--- config.mk ---
export PLATFORM = sky130hd
export DESIGN_NAME = pwm_dac
export DESIGN_NICKNAME = d
export VERILOG_FILES = /design/src/rtl/pwm_dac.sv
export SDC_FILE = /design/constraint.sdc
export NUM_CORES = 1
export LEC_CHECK = 0
export ABC_AREA = 0
export BUFFER_PORTS_ARGS = -buffer_cell sky130_fd_sc_hd__buf_2
export CAP_MARGIN = 20
export CELL_PAD_IN_SITES_DETAIL_PLACEMENT = 1
export CELL_PAD_IN_SITES_GLOBAL_PLACEMENT = 2
export CORE_MARGIN = 4
export CORE_UTILIZATION = 33
export DETAILED_ROUTE_END_ITERATION = 10
export PLACE_DENSITY = 0.75
export SLEW_MARGIN = 5
export SYNTH_ARGS = -nofsm -noshare
export SYNTH_HDL_FRONTEND = slang
export SYNTH_SLANG_ARGS = --single-unit
--- constraint.sdc ---
create_clock -name clk -period 2.8 [get_ports clk]
set_input_delay 0.56 -clock clk [delete_from_list [all_inputs] [get_ports clk]]
set_output_delay 0.56 -clock clk [all_outputs]
set_load 0.02 [all_outputs]
--- src/rtl/pwm_dac.sv ---
// pwm_dac: turns the mixer's unsigned sample stream into a 1-bit PWM audio output.
// Each PWM period is 2^WIDTH clocks. At each period start the duty register takes
// the newest sample. If no new sample arrived since the last period start, the
// duty register keeps its value and a sticky underrun flag is set.
//
// Ports:
//   clk          - system clock, rising edge
//   rst          - synchronous active-high reset
//   en           - run request; deasserting it stops at the end of the current period
//   mixed_sample - unsigned sample from the mixer
//   sample_valid - mixed_sample is valid this cycle (captured into pending)
//   underrun_clr - clears the sticky underrun flag
//   pwm_out      - PWM audio bit
//   sample_tick  - one-cycle pulse at each period start while running
//   underrun     - sticky: a period started without a fresh sample
//   busy         - high whenever the block is not idle
module pwm_dac #(
  parameter int unsigned WIDTH = 12
) (
  input  logic             clk,
  input  logic             rst,
  input  logic             en,
  input  logic [WIDTH-1:0] mixed_sample,
  input  logic             sample_valid,
  input  logic             underrun_clr,
  output logic             pwm_out,
  output logic             sample_tick,
  output logic             underrun,
  output logic             busy
);

  typedef enum logic [1:0] {
    IDLE     = 2'd0,
    RUN      = 2'd1,
    STOPPING = 2'd2
  } state_t;

  state_t           state_q, state_d;
  logic [WIDTH-1:0] counter_q, counter_d;
  logic [WIDTH-1:0] duty_q, duty_d;
  logic [WIDTH-1:0] pending_q, pending_d;
  logic             fresh_q, fresh_d;
  logic             underrun_d;
  logic             underrun_set;
  logic             wrap;
  logic             pwm_d, tick_d, busy_d;

  // Last cycle of the period: the counter is at its maximum value.
  assign wrap = (counter_q == {WIDTH{1'b1}});

  // Next-state, datapath and output decode.
  always_comb begin
    state_d      = state_q;
    counter_d    = counter_q;
    duty_d       = duty_q;
    pending_d    = pending_q;
    fresh_d      = fresh_q;
    underrun_set = 1'b0;

    // Capture runs in every state; only the duty load is limited to RUN wraps.
    if (sample_valid) begin
      pending_d = mixed_sample;
      fresh_d   = 1'b1;
    end

    case (state_q)
      IDLE: begin
        counter_d = '0;
        duty_d    = '0;
        if (en) begin
          state_d = RUN;
        end
      end

      RUN: begin
        counter_d = counter_q + WIDTH'(1);
        if (wrap) begin
          // A sample arriving on the wrap cycle itself bypasses pending.
          if (sample_valid) begin
            duty_d  = mixed_sample;
            fresh_d = 1'b0;
          end else if (fresh_q) begin
            duty_d  = pending_q;
            fresh_d = 1'b0;
          end else begin
            underrun_set = 1'b1;
          end
        end
        if (!en) begin
          state_d = STOPPING;
        end
      end

      STOPPING: begin
        counter_d = counter_q + WIDTH'(1);
        if (wrap) begin
          // Finishing the period wins over a late re-enable.
          state_d   = IDLE;
          counter_d = '0;
          duty_d    = '0;
          fresh_d   = 1'b0;
        end else if (en) begin
          state_d = RUN;
        end
      end

      default: begin
        state_d   = IDLE;
        counter_d = '0;
        duty_d    = '0;
      end
    endcase

    // Set wins over a coincident clear.
    underrun_d = underrun_set | (underrun & ~underrun_clr);

    // Outputs are computed from next-state values so the registered copies
    // line up with the state they describe.
    busy_d = (state_d != IDLE);
    pwm_d  = busy_d && (counter_d < duty_d);
    tick_d = (state_d == RUN) && (counter_d == '0);
  end

  // State and output registers.
  always_ff @(posedge clk) begin
    if (rst) begin
      state_q     <= IDLE;
      counter_q   <= '0;
      duty_q      <= '0;
      pending_q   <= '0;
      fresh_q     <= 1'b0;
      underrun    <= 1'b0;
      pwm_out     <= 1'b0;
      sample_tick <= 1'b0;
      busy        <= 1'b0;
    end else begin
      state_q     <= state_d;
      counter_q   <= counter_d;
      duty_q      <= duty_d;
      pending_q   <= pending_d;
      fresh_q     <= fresh_d;
      underrun    <= underrun_d;
      pwm_out     <= pwm_d;
      sample_tick <= tick_d;
      busy        <= busy_d;
    end
  end

endmodule
; ---- Yosys cells after proc, flatten, opt, wreduce, memory -nomap -nowiden
; Index checks and enable logic that the tools add are counted.
[totals]
input_bits = 17
regBits = 43
out_inout_bits = 4
[classes]
reduce_logical = 5
muxes = 21
addsub = 1
n_eq_ne = 4
n_lt_le_gt_ge = 1
bitwise_logic = 3
[ops]
columns = op, n
row1 = 12-bit 2-to-1 mux, 5
row2 = 12-bit case mux with 2 select lines, 2
row3 = "12-bit by 1-bit adder with 12-bit output, second input constant", 1
row4 = "12-bit == test, second input constant", 1
row5 = 12-bit logical NOT, 1
row6 = 12-bit < comparator, 1
row7 = 1-bit 2-to-1 mux, 9
row8 = 2-bit 2-to-1 mux, 3
row9 = 2-bit case mux with 3 select lines, 1
row10 = "2-bit by 1-bit == test with 1-bit output, second input constant", 2
row11 = "2-bit == test, second input constant", 1
row12 = 1-bit logical AND, 2
row13 = 2-bit logical NOT, 1
row14 = 1-bit case mux with 2 select lines, 1
row15 = 2-bit nonzero test, 1
row16 = 1-bit bitwise AND, 1
row17 = 1-bit inverter, 1
row18 = 1-bit bitwise OR, 1

; ---- Depth between registers and ports, before layout
[logic_depth]
depth_word = 6
ltp_mapped = 13
mapped_depth_nobuf = 12

; ---- Worst setup path before layout
; No wires, ideal clock.
[synth_timing]
kind = register to register
startpoint = register counter_q[0]
endpoint = register pwm_out
t_arrival_ps = 2505
slack_ps = 216
synth_period_minus_slack_ps = 2584
path_stages_with_launch = 13
path_buffers = 0
path_cell_list = dfxtp_1 > ha_1 > nand3_2 > nor4_4 > o21ai_2 > a22o_1 > nand2_1 > ha_1 > a21o_1 > a21o_1 > a21oi_1 > o211ai_1 > nor3b_1
[synth_via]
elab_chain_len = 5
word_cells_on_any_way = 12
classes_between = add/sub: 1 / order compare: 1 / eq/ne: 1 / mux: 7 / reduce/logical: 2
[synth_rtl]
columns = element, line
row1 = "start, declared", 39  ; logic [WIDTH-1:0] counter_q, counter_d;
row2 = "start signal, assigned", 138  ; counter_q <= counter_d;
row3 = 12-bit by 1-bit adder with 12-bit output / 12-bit == test (equally long branches), "76, 95, 49"
row4 = "12-bit 2-to-1 mux, or another cell as far along", 96  ; if (wrap) begin
row5 = 12-bit case mux with 2 select lines / 2-bit case mux with 3 select lines (equally long branches), 66  ; case (state_q)
row6 = 12-bit < comparator / 2-bit nonzero test (equally long branches), "120, 119"
row7 = 1-bit logical AND *, 120  ; pwm_d = busy_d && (counter_d < duty_d);
row8 = "end signal, assigned", 143  ; pwm_out <= pwm_d;
row9 = "end, declared", 26  ; output logic pwm_out,
; Mark *: on every way between the ends. The rest lies on a longest branch, timed or not.
; A chain may end at the register's enable or synchronous reset.

; ---- Worst setup path after layout
[layout_timing]
startpoint = register counter_q[7]
endpoint = register pwm_out
; The elaborated chain is that of the path after synthesis.

==> results.ini <==
[clock_network]
cts_root_buffer=clkbuf_8
cts_tree=built
clockBufferDepth=2
clk_pin_slew_worst_paths_ns=0.09
clock_latency_ns=0.30
ctsHtreeMaxLevel=2
numCtsBuffers=5
cts.sinks=43

[logic_synthesis]
synth.distinct_cells=55
synth_flop_cell=dfxtp_1
yosysWarnings=0
syn_inst=279
avgSynthCellArea_sq_um=8.731
synth_edf_count=0
seq_area_frac_synth_pct=35.34
async_flop_share_pct=0
syn_nets=312
ys_seq_elements=43
syn-cell-area_sq_um=2436

[grt]
grt_start_max_net_pins=23
antenna_found_initial=0
grt_pass1_wl_mm=11.30
first_global_vias=2308
grt_usage_pct=16.23
overflow=0

[floorplanning]
row_count=31
coreArea_sq_um=7214
die_height_um=93.92
start_util_pct=33.77
io_pins=21
dieArea_sq_um=8821
die_w_um=93.92

[final_layout]
nNetsFinal=355
final_area_sq_um=3013
utilization_pct=41.76
antenna_cells=0
syn_to_final_growth_pct=23.68
drive_gt1_share_pct=29.10

[placement]
hpwlAfterDp_mm=5.332
dpl_cell_area_sq_um=2788
dp_slack_ns=0.02154
gp_congestion=0.7984
io_buffers=20

[worst_setup_path]
start_kind=register
rr_endpoint=pwm_out
rrSetupSlack_ns=0.19
startpoint=counter_q[7]
ff2ff_path_depth=11
cp_common_cell=a21o_1
path_cells=nand4_4 -> o31ai_4 -> o21ai_2 -> a22o_1 -> nand2_1 -> ha_1 -> a21o_1 -> a21o_1 -> a21oi_1 -> o211ai_1 -> nor3b_2
worstPathArrival_ns=2.84
critPathMaxFanout=7
slowest_stage=dfxtp_2
path_class=register to register
rr_startpoint=counter_q[7]
critPathRequiredTime_ns=3.03
cp-endpoint=pwm_out
cp_slowest_stage_delay_ns=0.41
end_kind=register

[route]
vias=2153
routed_via_density=5.102
wl_mm=6.728
ant_nets=0
routedWlPerCell_um=15.94
drt_iter0_markers=53
drtPass1Iterations=4
drc=0

[timing]
finalSetupViolations=0
fmax_ghz=0.3824
post-route-period-util_pct=93.38
postLayoutSetupSlackWorst_ns=0.1852
finClkSkew_ns=0.007483
timing.final.hold_violations=0
slew_headroom_pct=66.47
fin_crit_ns=2.615
tightest_slew_ns=0.4977
maxSlewViolCount=0

[run]
maxCapViolCount=0

[power]
powerDensity_nw_per_um2=432.2
vdd_drop_max_mv=0.1806
power.leakage_nw=1.188

[min_path]
worstHoldPathCells=2
min_path_type=register to register

[status]
outcome=finished, final reports clean

-- synthesized netlist by cell type, drive strengths merged (2+ instances only) --
library cell | instances | area [sq um]
nor2 | 44 | 167.7
dfxtp | 43 | 860.8
nand2 | 22 | 82.58
ha | 16 | 200.2
a22o | 15 | 131.4
a21oi | 14 | 70.07
nor2b | 13 | 81.33
mux2i | 9 | 90.09
o21ai | 9 | 48.79
buf | 8 | 43.79
inv | 8 | 30.03
nand4 | 8 | 65.06
xnor2 | 7 | 61.31
nand3 | 5 | 42.54
nor3 | 5 | 25.02
a21o | 4 | 30.03
clkbuf | 4 | 16.26
xor2 | 4 | 35.03
a211oi | 3 | 22.52
a31oi | 3 | 18.77
and4 | 3 | 27.53
nor3b | 3 | 22.52
nor4 | 3 | 33.78
or2 | 3 | 18.77
a21boi | 2 | 18.77
a311oi | 2 | 23.77
a31o | 2 | 17.52
and3 | 2 | 12.51
nand2b | 2 | 12.51
-- metal layers --
layer	track usage [%]	vias to the layer above	routed length [um]
met5	0	-	0
met4	3.971	0	56
met3	2.804	4	159
met2	26.32	28	3125
met1	22.32	1039	3386
li1	-	1082	-
-- report_power, final --
group / leakage [nW] / switching, mW / internal (mW)
sequential: 0.353 / 0.0175 / 0.634
combinational: 0.793 / 0.148 / 0.105
clock: 0.0412 / 0.224 / 0.175
total: 1.19 / 0.389 / 0.913
-- cells by family (layout without fill, tap and decap cells) --
logic type	after synthesis	after routing	share of synthesized area (%)
xor+xnor	11	11	3.955
mux	9	9	3.698
simple gates	118	118	25.78
fa+ha+maj	16	16	8.218
compound gates	62	62	19.31
buf+inv	20	64	3.698
flops	43	43	35.34
-- metrics by stage --
stage	hold WS, ns	setup TNS (ns)	power [mW]	instances
4_1_cts	0.4692	0	1.303	419
3_5_place_dp	0.4555	0	0.9024	411
6_report	0.4694	0	1.302	422
3_3_place_gp	0.4533	-0.07866	0.9000	411
5_1_grt	0.5023	-0.01974	1.380	422
2_1_floorplan	0.4441	0	0.8068	279
-- timing repair --
item	4_1_cts	5_1_grt
resized for setup	0	29
buffers inserted	0	3
hold buffers	0	0
setup endpoints to repair	0	1
-- flip-flops by register name, indices dropped and copies added (netlist names) --
register,flops
counter_q,12
duty_q,12
pending_q,12
state_q,2
busy,1
fresh_q,1
pwm_out,1
sample_tick,1
underrun,1
-- final cells by class --
| cell class | count | area (sq um) |
|---|---|---|
| inverters | 8 | 33.78 |
| clock buffers | 6 | 72.57 |
| multi-input cells | 216 | 1589 |
| well taps | 99 | 123.9 |
| fillers | 901 | 4202 |
| repair buffers | 48 | 310.3 |
| flip-flops and latches | 43 | 870.8 |
| clock inverters | 2 | 12.51 |
-- worst min path at each step --
stage                       start             to  slack [ns]
finish               pending_q[3]   pending_q[3]        0.47
global route         pending_q[3]   pending_q[3]        0.50
CTS                  pending_q[2]   pending_q[2]        0.47
detailed placement   pending_q[2]   pending_q[2]        0.46
global placement     pending_q[2]   pending_q[2]        0.45
floorplan           pending_q[10]  pending_q[10]        0.44
-- placed cells by master, fill, tap and decap left out, types with 3 or more instances in the layout --
cell type / Yosys / final
or2_2: 3 / 3
clkbuf_8: 0 / 5
nor2_1: 43 / 42
a21o_1: 4 / 4
xor2_1: 4 / 3
nand4_1: 7 / 7
nand3_1: 3 / 3
inv_1: 8 / 6
dfxtp_1: 43 / 37
buf_2: 5 / 20
xnor2_1: 7 / 6
a211oi_1: 3 / 3
buf_4: 0 / 28
o21ai_1: 3 / 3
nor2b_1: 13 / 13
o21ai_0: 5 / 5
ha_1: 16 / 13
nand2_1: 22 / 21
nor3_1: 5 / 5
mux2i_1: 9 / 9
a22o_1: 15 / 15
a21oi_1: 14 / 13
dfxtp_2: 0 / 5
-- worst max-delay path: cells and delay by family (launching register included) --
kind | cells | cell delay [ns]
flip-flops | 1 | 0.41
adder cells (fa/ha/maj) | 1 | 0.24
AND/OR/NAND/NOR | 3 | 0.47
AO/OA/AOI/OAI | 7 | 1.43
(Power assumes the default switching activity.)
